## config.mk

```make
export PLATFORM = sky130hd
export DESIGN_NAME = wts_timer
export DESIGN_NICKNAME = d
export VERILOG_FILES = /design/src/rtl/wts_timer.sv
export SDC_FILE = /design/constraint.sdc
export NUM_CORES = 1
export LEC_CHECK = 0
export BUFFER_PORTS_ARGS = -buffer_cell sky130_fd_sc_hd__buf_2
export CAP_MARGIN = 15
export CORE_ASPECT_RATIO = 1.75
export CORE_UTILIZATION = 45
export DETAILED_ROUTE_END_ITERATION = 12
export GPL_ROUTABILITY_DRIVEN = 0
export PLACE_DENSITY = 0.63
export SLEW_MARGIN = 30
export SYNTH_ARGS = -nofsm -noshare
export SYNTH_HDL_FRONTEND = slang
export SYNTH_SLANG_ARGS = --single-unit
```

## constraint.sdc

```tcl
create_clock -name clk -period 5.45 [get_ports clk]
set_clock_uncertainty 0.2 [all_clocks]
set_input_delay 1.09 -clock clk [delete_from_list [all_inputs] [get_ports clk]]
set_output_delay 1.09 -clock clk [all_outputs]
set_load 0.05 [all_outputs]
```

## src/rtl/wts_timer.sv

```systemverilog
// Dual interval timer / interrupt source for the wave-table sound cartridge.
// Two independent one-shot/repeat countdowns; status reads clear the flags.
module wts_timer #(
  parameter int unsigned PRESCALE = 2048,
  parameter int unsigned PERIOD_W = 6
) (
  input  logic       clk,
  input  logic       reset,
  input  logic       wr,
  input  logic       rd,
  input  logic [1:0] address,
  input  logic [7:0] wdata,
  output logic [7:0] rdata,
  output logic       rdata_en,
  output logic       irq
);

  localparam int unsigned PS_W  = $clog2(PRESCALE);
  localparam int unsigned CNT_W = PERIOD_W + PS_W;

  typedef enum logic {IDLE, RUN} state_e;

  state_e               state_q  [2];
  state_e               state_d  [2];
  logic [CNT_W-1:0]     cnt_q    [2];
  logic [CNT_W-1:0]     cnt_d    [2];
  logic [PERIOD_W-1:0]  period_q [2];
  logic [PERIOD_W-1:0]  period_d [2];
  logic [1:0]           mode_q, mode_d;
  logic [1:0]           flag_q, flag_d;
  logic [7:0]           rdata_q, rdata_d;
  logic                 rdata_en_q, rdata_en_d;
  logic                 irq_q, irq_d;

  logic [1:0]           fire;
  logic [1:0]           tsel;
  logic                 sel;
  logic [7:0]           rd_val;

  assign sel  = address[1];
  assign tsel = address[1] ? 2'b10 : 2'b01;

  always_comb begin
    state_d    = state_q;
    cnt_d      = cnt_q;
    period_d   = period_q;
    mode_d     = mode_q;
    flag_d     = flag_q;
    fire       = '0;
    rd_val     = '0;

    for (int unsigned i = 0; i < 2; i++) begin
      fire[i] = (state_q[i] == RUN) && (cnt_q[i] == '0);

      case (state_q[i])
        IDLE: ;
        RUN: begin
          if (cnt_q[i] == '0) begin
            if (mode_q[i]) state_d[i] = IDLE;
            else           cnt_d[i]   = {period_q[i], {PS_W{1'b0}}};
          end else begin
            cnt_d[i] = cnt_q[i] - CNT_W'(1);
          end
        end
        default: state_d[i] = IDLE;
      endcase

      // A control write overrides whatever the countdown did this cycle
      if (wr && !address[0] && tsel[i]) begin
        if (wdata[7]) begin
          state_d[i]  = RUN;
          mode_d[i]   = wdata[6];
          period_d[i] = wdata[PERIOD_W-1:0];
          cnt_d[i]    = {wdata[PERIOD_W-1:0], {PS_W{1'b0}}};
        end else begin
          state_d[i] = IDLE;
          cnt_d[i]   = '0;
        end
      end

      // Set from a fire takes priority over clear-on-read
      if (fire[i])                           flag_d[i] = 1'b1;
      else if (rd && address[0] && tsel[i])  flag_d[i] = 1'b0;
    end

    if (address[0]) begin
      rd_val[7] = ~flag_q[sel];
      rd_val[6] = (state_q[sel] == RUN);
    end else begin
      rd_val[7]            = (state_q[sel] == RUN);
      rd_val[6]            = mode_q[sel];
      rd_val[PERIOD_W-1:0] = period_q[sel];
    end
  end

  assign rdata_d    = rd ? rd_val : rdata_q;
  assign rdata_en_d = rd;
  assign irq_d      = |flag_d;

  always_ff @(posedge clk or posedge reset) begin
    if (reset) begin
      state_q    <= '{default: IDLE};
      cnt_q      <= '{default: '0};
      period_q   <= '{default: '0};
      mode_q     <= '0;
      flag_q     <= '0;
      rdata_q    <= '0;
      rdata_en_q <= 1'b0;
      irq_q      <= 1'b0;
    end else begin
      state_q    <= state_d;
      cnt_q      <= cnt_d;
      period_q   <= period_d;
      mode_q     <= mode_d;
      flag_q     <= flag_d;
      rdata_q    <= rdata_d;
      rdata_en_q <= rdata_en_d;
      irq_q      <= irq_d;
    end
  end

  assign rdata    = rdata_q;
  assign rdata_en = rdata_en_q;
  assign irq      = irq_q;

endmodule

```

# Yosys cells after proc, flatten, opt, wreduce, memory -nomap -nowiden
# Cells that the tools add are included.
word_totals:
  ff_bits: 62
  inputBits: 14
  wordCells: 73
classes:
  add_sub_neg: 2
  order_cmp: 2
  n_eq_ne: 2
  mux: 35
  bitwise: 2
  reduce_logical: 18
ops:
  columns: ["op", "n"]
  rows:
  - ["$mux 17", 9]
  - ["$logic_not 17->1", 2]
  - ["$sub 17x1->17 const B", 2]
  - ["$mux 6", 4]
  - ["$mux 1", 20]
  - ["$logic_and 1x1->1", 8]
  - ["$reduce_and 2->1", 4]
  - ["$ne 3x2->1 const B", 2]
  - ["$mux 2", 2]
  - ["$reduce_bool 2->1", 2]
  - ["$ge 2x2->1 const B", 1]
  - ["$lt 1x2->1 const B", 1]
  - ["$not 1->2", 1]
  - ["$reduce_or 2->1", 1]
  - ["$logic_not 1->1", 1]
  - ["$not 1->1", 1]

# Depth between registers and ports, before layout
# Gate-level depths: netlist of the first run.
depth:
  word_depth: 5
  ltp_mapped: 8
  mapped_depth_nobuf: 7

# Worst setup path after synthesis of the first run
# No wires, ideal clock.
synth_path:
  path_type: "input -> register"
  startpoint: "input port address[0]"
  endpoint: "register cnt_q[20] (netlist name)"
  arrival_time_ns: 2.584
  path_slack_ns: 2.545
  stages: 7
  cell_sequence: "clkbuf_1 > nor3b_1 > nor2_1 > a31oi_1 > clkbuf_1 > o21ai_0 > a22o_1"
synth_via:
  elab_chain_len: 5
synth_lines:
  columns: ["item", "line_no", "source"]
  rows:
  - ["from (decl)", "11", "input logic [1:0] address,"]
  - ["$logic_not 1->1 (*)", "69", "if (wr && !address[0] && tsel[i]) begin"]
  - ["$logic_and 1x1->1 (*) (2 in a row)", "69", null]
  - ["$ne 3x2->1 (no source line) or $reduce_bool 2->1 (tied branches)", null, null]
  - ["$reduce_and 2->1 (no source line)", null, null]
  - ["to (signal assigned)", "112", "cnt_q <= cnt_d;"]
  - ["to (decl)", "25", "logic [CNT_W-1:0] cnt_q [2];"]
# Mark *: on every way between the ends. The rest lies on a longest branch, timed or not.
# A chain may end at the register's enable or synchronous reset.

# Worst setup path after layout of the first run
layout_path:
  startpoint: "input port address[1]"
  endpoint: "register cnt_q[25] (netlist name)"
layout_via:
  elab_chain_len: 4
layout_lines:
  columns: ["item", "line_no", "source"]
  rows:
  - ["$mux 2 (*)", "41", "assign tsel = address[1] ? 2'b10 : 2'b01;"]
  - ["$logic_and 1x1->1 (*)", "69", null]
  - ["$ne 3x2->1 (no source line) or $reduce_bool 2->1 (tied branches)", null, null]
  - ["$reduce_and 2->1 (no source line)", null, null]
# Marks and branches as above.

==> results of run 1 <==
cell usage after synthesis, drive strengths merged, types with 2 or more instances:
| cell | count | area [sq um] |
|---|---|---|
| nor4 | 12 | 81.33 |
| a21oi | 9 | 45.04 |
| buf | 4 | 21.27 |
| a31oi | 6 | 37.54 |
| o31ai | 2 | 28.78 |
| or4 | 6 | 48.80 |
| nand4b | 2 | 17.52 |
| or3b | 2 | 17.52 |
| a32oi | 5 | 43.79 |
| nand3 | 7 | 35.03 |
| nand3b | 3 | 22.52 |
| inv | 18 | 67.56 |
| dfrtp | 62 | 1551 |
| and2 | 4 | 25.02 |
| a21o | 5 | 37.54 |
| o211ai | 5 | 37.54 |
| nor2 | 20 | 75.07 |
| ha | 4 | 50.05 |
| or3 | 3 | 23.77 |
| nand4 | 3 | 18.77 |
| o31a | 2 | 18.77 |
| o21ai | 26 | 141.4 |
| nand2 | 67 | 254.0 |
| mux2 | 2 | 22.52 |
| a22o | 11 | 100.1 |
| nor3 | 16 | 80.08 |
| clkbuf | 12 | 46.29 |
| nor3b | 3 | 22.52 |
| o22ai | 8 | 50.05 |
| mux2i | 10 | 100.1 |
| xnor2 | 11 | 96.34 |
stage by stage:
stage	power [mW]	util	std cells	area, sq um
after floorplan	1.269	-	367	3377
after global placement	1.420	0.4894	461	3540
after detailed placement	1.440	0.4894	461	3540
after CTS	1.999	0.5286	476	3824
after global routing	2.116	0.5295	476	3830
final	1.986	0.5295	476	3830
registers in the layout (all words and copies together) (netlist names):
name and count:
state_q 2, period_q 12, rdata 8, mode_q 2, cnt_q 34, rdata_en 1
irq 1, flag_q 2
logic make-up after synthesis:
group | count (synthesis) | synth area share
buffers and inverters | 34 | 0.04001
adders and majority gates | 4 | 0.01482
muxes | 13 | 0.04298
DFF | 62 | 0.4594
AOI/OAI and AO/OA | 88 | 0.1830
and+or+nand+nor | 154 | 0.2286
xor gates and xnor gates | 12 | 0.03112
worst min path at each step:
stage	from	end	slack, ns	cells past startpoint
6_report	cnt_q[27]	cnt_q[27]	0.31	1
2_1_floorplan	period_q[7]	period_q[7]	0.27	2
3_3_place_gp	cnt_q[27]	cnt_q[27]	0.29	1
4_1_cts	cnt_q[27]	cnt_q[27]	0.32	1
3_5_place_dp	cnt_q[27]	cnt_q[27]	0.31	1
5_1_grt	rdata[6]	rdata[6]	0.34	1
area by class of cell:
cell class,count,share of cell area
clock buffers,14,0.06632
clock inverters,1,0.007841
inverters,18,0.01764
multi-input cells,271,0.4430
flip-flops and latches,62,0.4051
well taps,86,0.02810
repair buffers,24,0.03202
report_power, final:
| part | switching [mW] | internal, mW | leakage, nW |
|---|---|---|---|
| registers | 0.165 | 0.590 | 0.788 |
| clock network | 0.186 | 0.364 | 0.137 |
| logic | 0.402 | 0.279 | 0.800 |
| total | 0.753 | 1.23 | 1.72 |
worst max-delay path, stage by stage:
cell,delay (ns)
buf_2,0.21
or3b_1,0.52
and2_1,0.23
a31oi_2,0.55
o21ai_0,0.19
a22o_1,0.27
per-layer routing:
layer  up-vias  share of wire  track usage
met3        20          0.021      0.03711
met4         0          0.034       0.1333
met2        44           0.57       0.4436
met5         -              0            0
met1      1399           0.38       0.2574
li1       1363              -            -
==> flow_summary.toml, run 1 <==
[routing]
vias = 2826
drt_iter0_drc = 133
wire_per_inst_microns = 17.78
wl_microns = 8463
dr.pass1.iters = 5
via_per_inst = 5.937
drc = 0
ant_nets = 0

[worst_setup_path]
worstReg2RegEnd = "cnt_q[21]"
endpoint = "cnt_q[25]"
required_ns = 5.46
cp_max_fo = 15
cp-startpoint = "address[1]"
cp-start-kind = "primary input"
end_kind = "flop"
arrival_ns = 3.06
rrSetupSlack_ns = 2.69
path_class = "in2reg"
reg2regPathDepth = 5
r2r_start = "cnt_q[24]"

[logic_synthesis]
synth-seq-cells = 62
ys.flop_type = "dfrtp_1"
async_flop_share = 1.000
syn-num-nets = 385
synth.distinct_cells = 60
seq_area_frac_synth = 0.4594
syn_avg_cell_area_sq_um = 9.202
synthCells = 367
yosysWarnings = 0
synth_edf_count = 0
netlist_area_sq_um = 3377

[finish]
nFillCells = 681
mostFrequentLayoutCell = "nand2_1"
drive_above_1_share = 0.1385
layout.area.seq_sq_um = 1551
diodes = 0
area_delta_synth_final_pct = 13.41
multi_input_area_sq_um = 1697
final_cell_mix = "nand2_1, dfrtp_1, o21ai_0"
num-nets-final = 404

[global_routing]
antenna_found_initial = 0
grt.total_usage = 0.2437
grt_pass1_vias = 2841
grt_pass1_wl_microns = 13990
globalRouteOverflowTotal = 0
grt_max_degree = 44

[sta]
tns_ns = 0
finalSetupViolCount = 0
worst_slack_ns = 2.399
relSlewSlack = 0.3672
hold_slack_ns = 0.3058
post-route-period-util = 0.5597
rsz0062_at_grt = "false"
period_minus_slack_ns = 3.051
worstMarginPinSlew_ns = 0.9405
max_freq_ghz = 0.3278
report.final.slew_viol_count = 0
finalHoldViolations = 0

[cts]
insertion_delay_ns = 0.32
cts.clk_slew.worst_paths_ns = 0.05
cts_hold_buf = 0
clock-sinks = 62
cts_resized = 0
cts_buffers = 9
cts_buffer_depth = 2
cts_tree = "done"
htreeDepth = 3
post_cts_buffers = 0
root_buffer = "clkbuf_16"

[floorplan]
dieArea_sq_um = 7868
row_count = 41
initial_core_util = 0.4669
core-area_sq_um = 7233
die_h_microns = 116.6
die-width_microns = 67.49
io-pin-count = 24

[flow_run]
cap_viol_max_count = 0

[power_and_ir_drop]
p_per_area_nw_per_um2 = 518.6
power.leakage_nw = 1.725
irDropWorstVdd_mv = 0.2856

[place]
pre_cts_ws_ns = 1.769
dp_hpwl_microns = 6323
port_buffers = 23

[hold_path]
hold_class = "reg2reg"

[outcome]
status = "complete, no violations"
No activity file was read; power rests on OpenSTA's default activity.
==> run 2, diff against run 1 <==
--- a/config.mk
+++ b/config.mk
@@ -5,6 +5,7 @@
 export SDC_FILE = /design/constraint.sdc
 export NUM_CORES = 1
 export LEC_CHECK = 0
+export ABC_AREA = 1
 export BUFFER_PORTS_ARGS = -buffer_cell sky130_fd_sc_hd__buf_2
 export CAP_MARGIN = 15
 export CORE_ASPECT_RATIO = 1.75
==> constraint.sdc (replaced) <==
create_clock -name clk -period 3.2 [get_ports clk]
set_clock_uncertainty 0.2 [all_clocks]
set_input_delay 0.64 -clock clk [delete_from_list [all_inputs] [get_ports clk]]
set_output_delay 0.64 -clock clk [all_outputs]
set_load 0.05 [all_outputs]
==> run 2 against run 1 <==
Net effect:
- count of clock-buffer cells in the layout is the same
- area after synthesis grew 8.2%
- non-clock buffer count grew 2
- power grew 95%
- highest routed layer unchanged
- register-to-register slack lost 1.7 ns
- largest power group is now combinational logic
- sequential cell count is the same
- sequential share of layout area shrank 2.9 points
- sequential power grew 68%
==> flow_summary.toml, run 2 <==
[cts]
cts_tree = "done"
htreeDepth = 3
cts_buffers = 9
cts_buffer_depth = 2
cts_resized = 0
root_buffer = "clkbuf_16"
cts_hold_buf = 0
clock-sinks = 62
insertion_delay_ns = 0.33
cts.clk_slew.worst_paths_ns = 0.05
post_cts_buffers = 0

[logic_synthesis]
synth_top_area_frac = 0.4245
yosys.area_share.simple = 0.3540
syn_avg_cell_area_sq_um = 7.295
synthXorXnorAreaFrac = 0.04314
synth.distinct_cells = 32
synth_mux_area_frac = 0.003081
yosysWarnings = 0
async_flop_share = 1.000
synth_common_cells = "nand2_1, dfrtp_1, inv_1, nor2_1, nand3_1"
synth_edf_count = 0
syn-num-nets = 519
seq_area_frac_synth = 0.4245
synthAdderAreaFrac = 0.01369
synth-seq-cells = 62
synth_top_family_by_area = "simple AND/OR/NAND/NOR gates"
yosys.area.top_type = "dfrtp_1"
synth_area_leaders = "dfrtp_1, nand2_1, inv_1"
ys.flop_type = "dfrtp_1"
netlist_area_sq_um = 3655
synthCells = 501
synth-compound-area-share = 0.07942
yosysMostFrequentCell = "nand2_1"

[place]
port_buffers = 23
pre_cts_ws_ns = 0.9214
dp_hpwl_microns = 6773

[power_and_ir_drop]
p_per_area_nw_per_um2 = 939.3
irDropWorstVdd_mv = 0.5631
total_power_mw = 3.872
power.leakage_nw = 2.182

[finish]
diodes = 0
area_delta_synth_final_pct = 12.80
num-nets-final = 549
regMostFlops = "cnt_q"
final_cell_mix = "nand2_1, dfrtp_1, inv_1"
final_util = 0.5213
largest_register_ffs = 34
drive_above_1_share = 0.1383
mostFrequentLayoutCell = "nand2_1"

[global_routing]
antenna_found_initial = 0
grt.total_usage = 0.2263
grt_pass1_vias = 3129
grt_pass1_wl_microns = 14630
globalRouteOverflowTotal = 0
grt_max_degree = 31

[sta]
period_minus_slack_ns = 2.176
report.final.slew_viol_count = 0
relSlewSlack = 0.5420
post-route-period-util = 0.6800
finalSetupViolCount = 0
rsz0062_at_grt = "false"
worstMarginPinSlew_ns = 0.6860
tns_ns = 0
finalHoldViolations = 0
worst_slack_ns = 1.024
max_freq_ghz = 0.4596

[floorplan]
initial_core_util = 0.4621
core-area_sq_um = 7909
dieArea_sq_um = 8500
die-width_microns = 70.13
io-pin-count = 24
row_count = 43
die_h_microns = 121.2

[outcome]
status = "complete, no violations"

[worst_setup_path]
path_buf_inv = 0
cp_cell_sequence = "nor2_1 -> nand2_1 -> nor2_2 -> nand3_2 -> nand2_2 -> nor2_2 -> nand2_1 -> o21ai_0"
end_kind = "flop"
cp-start-kind = "flop"
required_ns = 3.20
cp.depth = 8
path_delay_family = "simple AND/OR/NAND/NOR gates"
slowest_delay_ns = 0.42
reg2regPathDepth = 8
cp_max_fo = 11
critical_path.slowest_cell = "dfrtp_1"
path_class = "reg2reg"
arrival_ns = 2.17

[routing]
dr.pass1.iters = 5
via_per_inst = 4.987
ant_nets = 0
drc = 0
vias = 3117
drt_iter0_drc = 125
wire_per_inst_microns = 13.92
wl_microns = 8701

[flow_run]
cap_viol_max_count = 0

[hold_path]
hold_class = "in2async"
==> run 2: changes by cell type after synthesis, moves of 11 or more <==
cell     before  now
inv_1        18   60
nand2_1      66  171
nand3_1       7   41
nor2_1       20   50
nor3_1       16    0
nor4_1       11    0
==> run 2: final cells by class <==
type | count | area, sq um
clock inverter | 1 | 5.005
tap | 90 | 112.6
sequential | 62 | 1551
timing repair buffer | 26 | 137.6
multi-input combinational | 366 | 1803
fill | 807 | 3786
inverter | 66 | 249.0
clock buffer | 14 | 264.0
==> run 2: metal layers <==
layer	vias to the layer above	track usage	routed length [microns]
li1	1612	-	-
met1	1452	0.2129	3197
met2	37	0.4531	5109
met3	16	0.04568	176
met4	0	0.1013	218
met5	-	0	0
==> run 2: worst paths after layout <==
kind / slack, ns / from / to
max in group asynchronous: 1.84 / reset / period_q[10]
worst min register to register: 0.29 / cnt_q[17] / cnt_q[17]
worst max register to register: 1.02 / cnt_q[28] / cnt_q[18]
worst max-delay path: 1.02 / cnt_q[28] / cnt_q[18]
worst min-delay path: 0.22 / reset / period_q[0]
min in group clk: 0.28 / rd / rdata_en
==> run 2: metrics by stage <==
| stage | hold slack [ns] | std cells | area (sq um) |
|---|---|---|---|
| after CTS | 0.2335 | 625 | 4123 |
| final | 0.2161 | 625 | 4123 |
| after detailed placement | 0.2862 | 610 | 3854 |
| after global placement | 0.2786 | 610 | 3854 |
| after global routing | 0.2762 | 625 | 4123 |
| after floorplan | 0.2589 | 501 | 3655 |
==> run 2: kinds of logic after synthesis <==
| group | count (synthesis) |
|---|---|
| xor+xnor | 18 |
| flops | 62 |
| fa+ha+maj | 4 |
| mux | 1 |
| simple gates | 290 |
| compound gates | 53 |
| buf+inv | 73 |
==> run 2: where the power goes <==
part	total [mW]	internal, mW	switching [mW]
Clock	0.891	0.561	0.330
Sequential	1.27	1.02	0.244
Combinational	1.71	0.582	1.13
Total	3.87	2.17	1.71
==> run 3, diff against run 2 <==
--- a/config.mk
+++ b/config.mk
@@ -5,14 +5,14 @@
 export SDC_FILE = /design/constraint.sdc
 export NUM_CORES = 1
 export LEC_CHECK = 0
-export ABC_AREA = 1
+export ABC_AREA = 0
 export BUFFER_PORTS_ARGS = -buffer_cell sky130_fd_sc_hd__buf_2
 export CAP_MARGIN = 15
 export CORE_ASPECT_RATIO = 1.75
 export CORE_UTILIZATION = 45
 export DETAILED_ROUTE_END_ITERATION = 12
 export GPL_ROUTABILITY_DRIVEN = 0
-export PLACE_DENSITY = 0.63
+export PLACE_DENSITY = 0.66
 export SLEW_MARGIN = 30
 export SYNTH_ARGS = -nofsm -noshare
 export SYNTH_HDL_FRONTEND = slang
==> constraint.sdc (replaced) <==
create_clock -name clk -period 1.8 [get_ports clk]
set_clock_uncertainty 0.2 [all_clocks]
set_input_delay 0.36 -clock clk [delete_from_list [all_inputs] [get_ports clk]]
set_output_delay 0.36 -clock clk [all_outputs]
set_load 0.05 [all_outputs]
==> run 3 against run 2 <==
Net effect:
- the flow now finishes with violations (setup timing)
- first-iteration DRC count rose by 75%
- combinational power rose to 2.6 times the previous value
- power rose by 110%
- non-clock buffer count rose by 116
- register-to-register slack got worse by 1.7 ns
- worst setup slack got worse by 1.7 ns
- sequential share of layout area fell by 7.8 points
- core utilization rose by 20 points
- cell count fell by 4.8%
- clock power rose by 91%
- worst hold slack got worse by 0.17 ns
- critical endpoint is now cnt_q[14]
- largest cell class unchanged
==> flow_summary.toml, run 3 (synthesized netlist as in run 1, its figures left out) <==
[floorplan]
io-pin-count = 24
dieArea_sq_um = 7868
core-area_sq_um = 7233
initial_core_util = 0.4669
row_count = 41
die-width_microns = 67.49
die_h_microns = 116.6

[finish]
final_cell_mix = "buf_4, dfrtp_1, nand2_1"
area_delta_synth_final_pct = 53.87
diodes = 0
drive_above_1_share = 0.4538
num-nets-final = 522
final_util = 0.7184
mostFrequentLayoutCell = "buf_4"
stdcell_count = 595
nFillCells = 513
final_cell_area_sq_um = 5196
regMostFlops = "cnt_q"
largest_register_ffs = 34

[global_routing]
grt.total_usage = 0.2708
antenna_found_initial = 0
grt_pass1_vias = 3426
grt_pass1_wl_microns = 15630
globalRouteOverflowTotal = 0
grt_max_degree = 63

[cts]
cts_buffer_depth = 2
insertion_delay_ns = 0.34
cts.clk_slew.worst_paths_ns = 0.06
htreeDepth = 3
root_buffer = "clkbuf_16"
cts_buffers = 9
cts_tree = "done"
clock-sinks = 62

[routing]
drt_iter0_drc = 219
wl_microns = 10270
maxUsedRoutingLayer = "met4"
vias = 3387
met2_length_microns = 5848
wire_per_inst_microns = 17.25
dr.pass1.iters = 5
m1WireLength_microns = 3726
drc = 0
via_per_inst = 5.692
wl_met3_microns = 384
ant_nets = 0

[hold_path]
worstHoldStart = "wdata[6]"
hold-path-cell-count = 3
hold_class = "in2reg"

[worst_setup_path]
path_buf_inv = 2
reg2regPathDepth = 8
cp_cell_sequence = "inv_2 -> ha_4 -> or4b_4 -> or3_4 -> o31ai_4 -> buf_6 -> nand2_1 -> o211ai_1"
cp_max_fo = 4
end_kind = "flop"
cp-start-kind = "flop"
cp.depth = 8
critical_path.slowest_cell = "or4b_4"
arrival_ns = 2.48
r2r_start = "cnt_q[0]"
cp-startpoint = "cnt_q[0]"
path_class = "reg2reg"
required_ns = 1.85
path_delay_family = "simple AND/OR/NAND/NOR gates"
slowest_delay_ns = 0.46

[place]
dp_hpwl_microns = 7165
placed_cells = 558
pre_cts_ws_ns = -0.6484
dpl-instance-area_sq_um = 4432
port_buffers = 23

[outcome]
violations = "setup timing"
status = "finished, violations left"

[sta]
finalSetupViolCount = 38
post-route-period-util = 1.351
max_freq_ghz = 0.4114
worst_slack_ns = -0.6310
report.final.slew_viol_count = 0
finalHoldViolations = 0
relSlewSlack = 0.7147
rsz0062_at_grt = "true"
period_minus_slack_ns = 2.431
worstMarginPinSlew_ns = 0.4257

[flow_run]
cap_viol_max_count = 0

[power_and_ir_drop]
power.leakage_nw = 2.412
irDropWorstVdd_mv = 0.9928
p_per_area_nw_per_um2 = 1577
run 3: changes by cell type in the layout (fill, tap and decap cells not counted), sizes merged, moves of 16 or more:
cell	change
buf	+115
inv	-47
nand2	-113
nand3	-36
nor2	-43
nor3	+16
o21ai	-23
run 3: stage by stage:
step / setup TNS [ns] / power [mW] / hold WS [ns]
CTS: -14.76 / 7.850 / 0.03904
global route: -18.14 / 8.643 / 0.04451
detailed placement: -16.77 / 5.709 / 0.2742
finish: -15.43 / 8.194 / 0.04307
global placement: -13.79 / 5.581 / 0.2689
floorplan: -10.44 / 4.142 / 0.1914
run 3: power by group:
part / switching, mW / total (mW) / internal [mW]
combinational: 2.19 / 4.38 / 2.19
sequential: 0.326 / 2.11 / 1.79
clock: 0.637 / 1.70 / 1.07
total: 3.15 / 8.19 / 5.04
run 3: path summary, 6_finish.rpt:
path | end | slack [ns]
setup reg to reg | cnt_q[14] | -0.63
setup / recovery | cnt_q[14] | -0.63
hold / removal | mode_q[0] | 0.04
hold reg to reg | rdata[6] | 0.30
max in group asynchronous | cnt_q[25] | 0.67
min in group asynchronous | cnt_q[20] | 0.46
run 3: per-layer routing:
layer | vias to the layer above | track usage
met5 | - | 0
met4 | 0 | 0.1404
met3 | 22 | 0.06836
met2 | 83 | 0.4851
met1 | 1666 | 0.2792
li1 | 1616 | -
run 3: tightest hold or removal path: stages:
cell and delay [ns]:
buf_2 0.10, nand2_1 0.05, nand2_1 0.04
run 3: final cells by class:
| class | instances | area (sq um) | area share |
|---|---|---|---|
| repair buffers | 142 | 1122 | 0.2160 |
| clock buffers | 10 | 229.0 | 0.04406 |
| well taps | 86 | 107.6 | 0.02071 |
| flip-flops and latches | 62 | 1551 | 0.2986 |
| inverters | 18 | 71.32 | 0.01373 |
| multi-input cells | 271 | 2052 | 0.3949 |
| clock inverters | 6 | 62.56 | 0.01204 |
run 3: timing repair:
item | 4_1_cts | 5_1_grt
endpoints found under the setup margin | 39 | 39
hold endpoints to repair | 62 | 0
gates resized for setup | 61 | 31
buffers inserted | 15 | 12
hold buffers | 1 | 0
pin swaps | 29 | 17
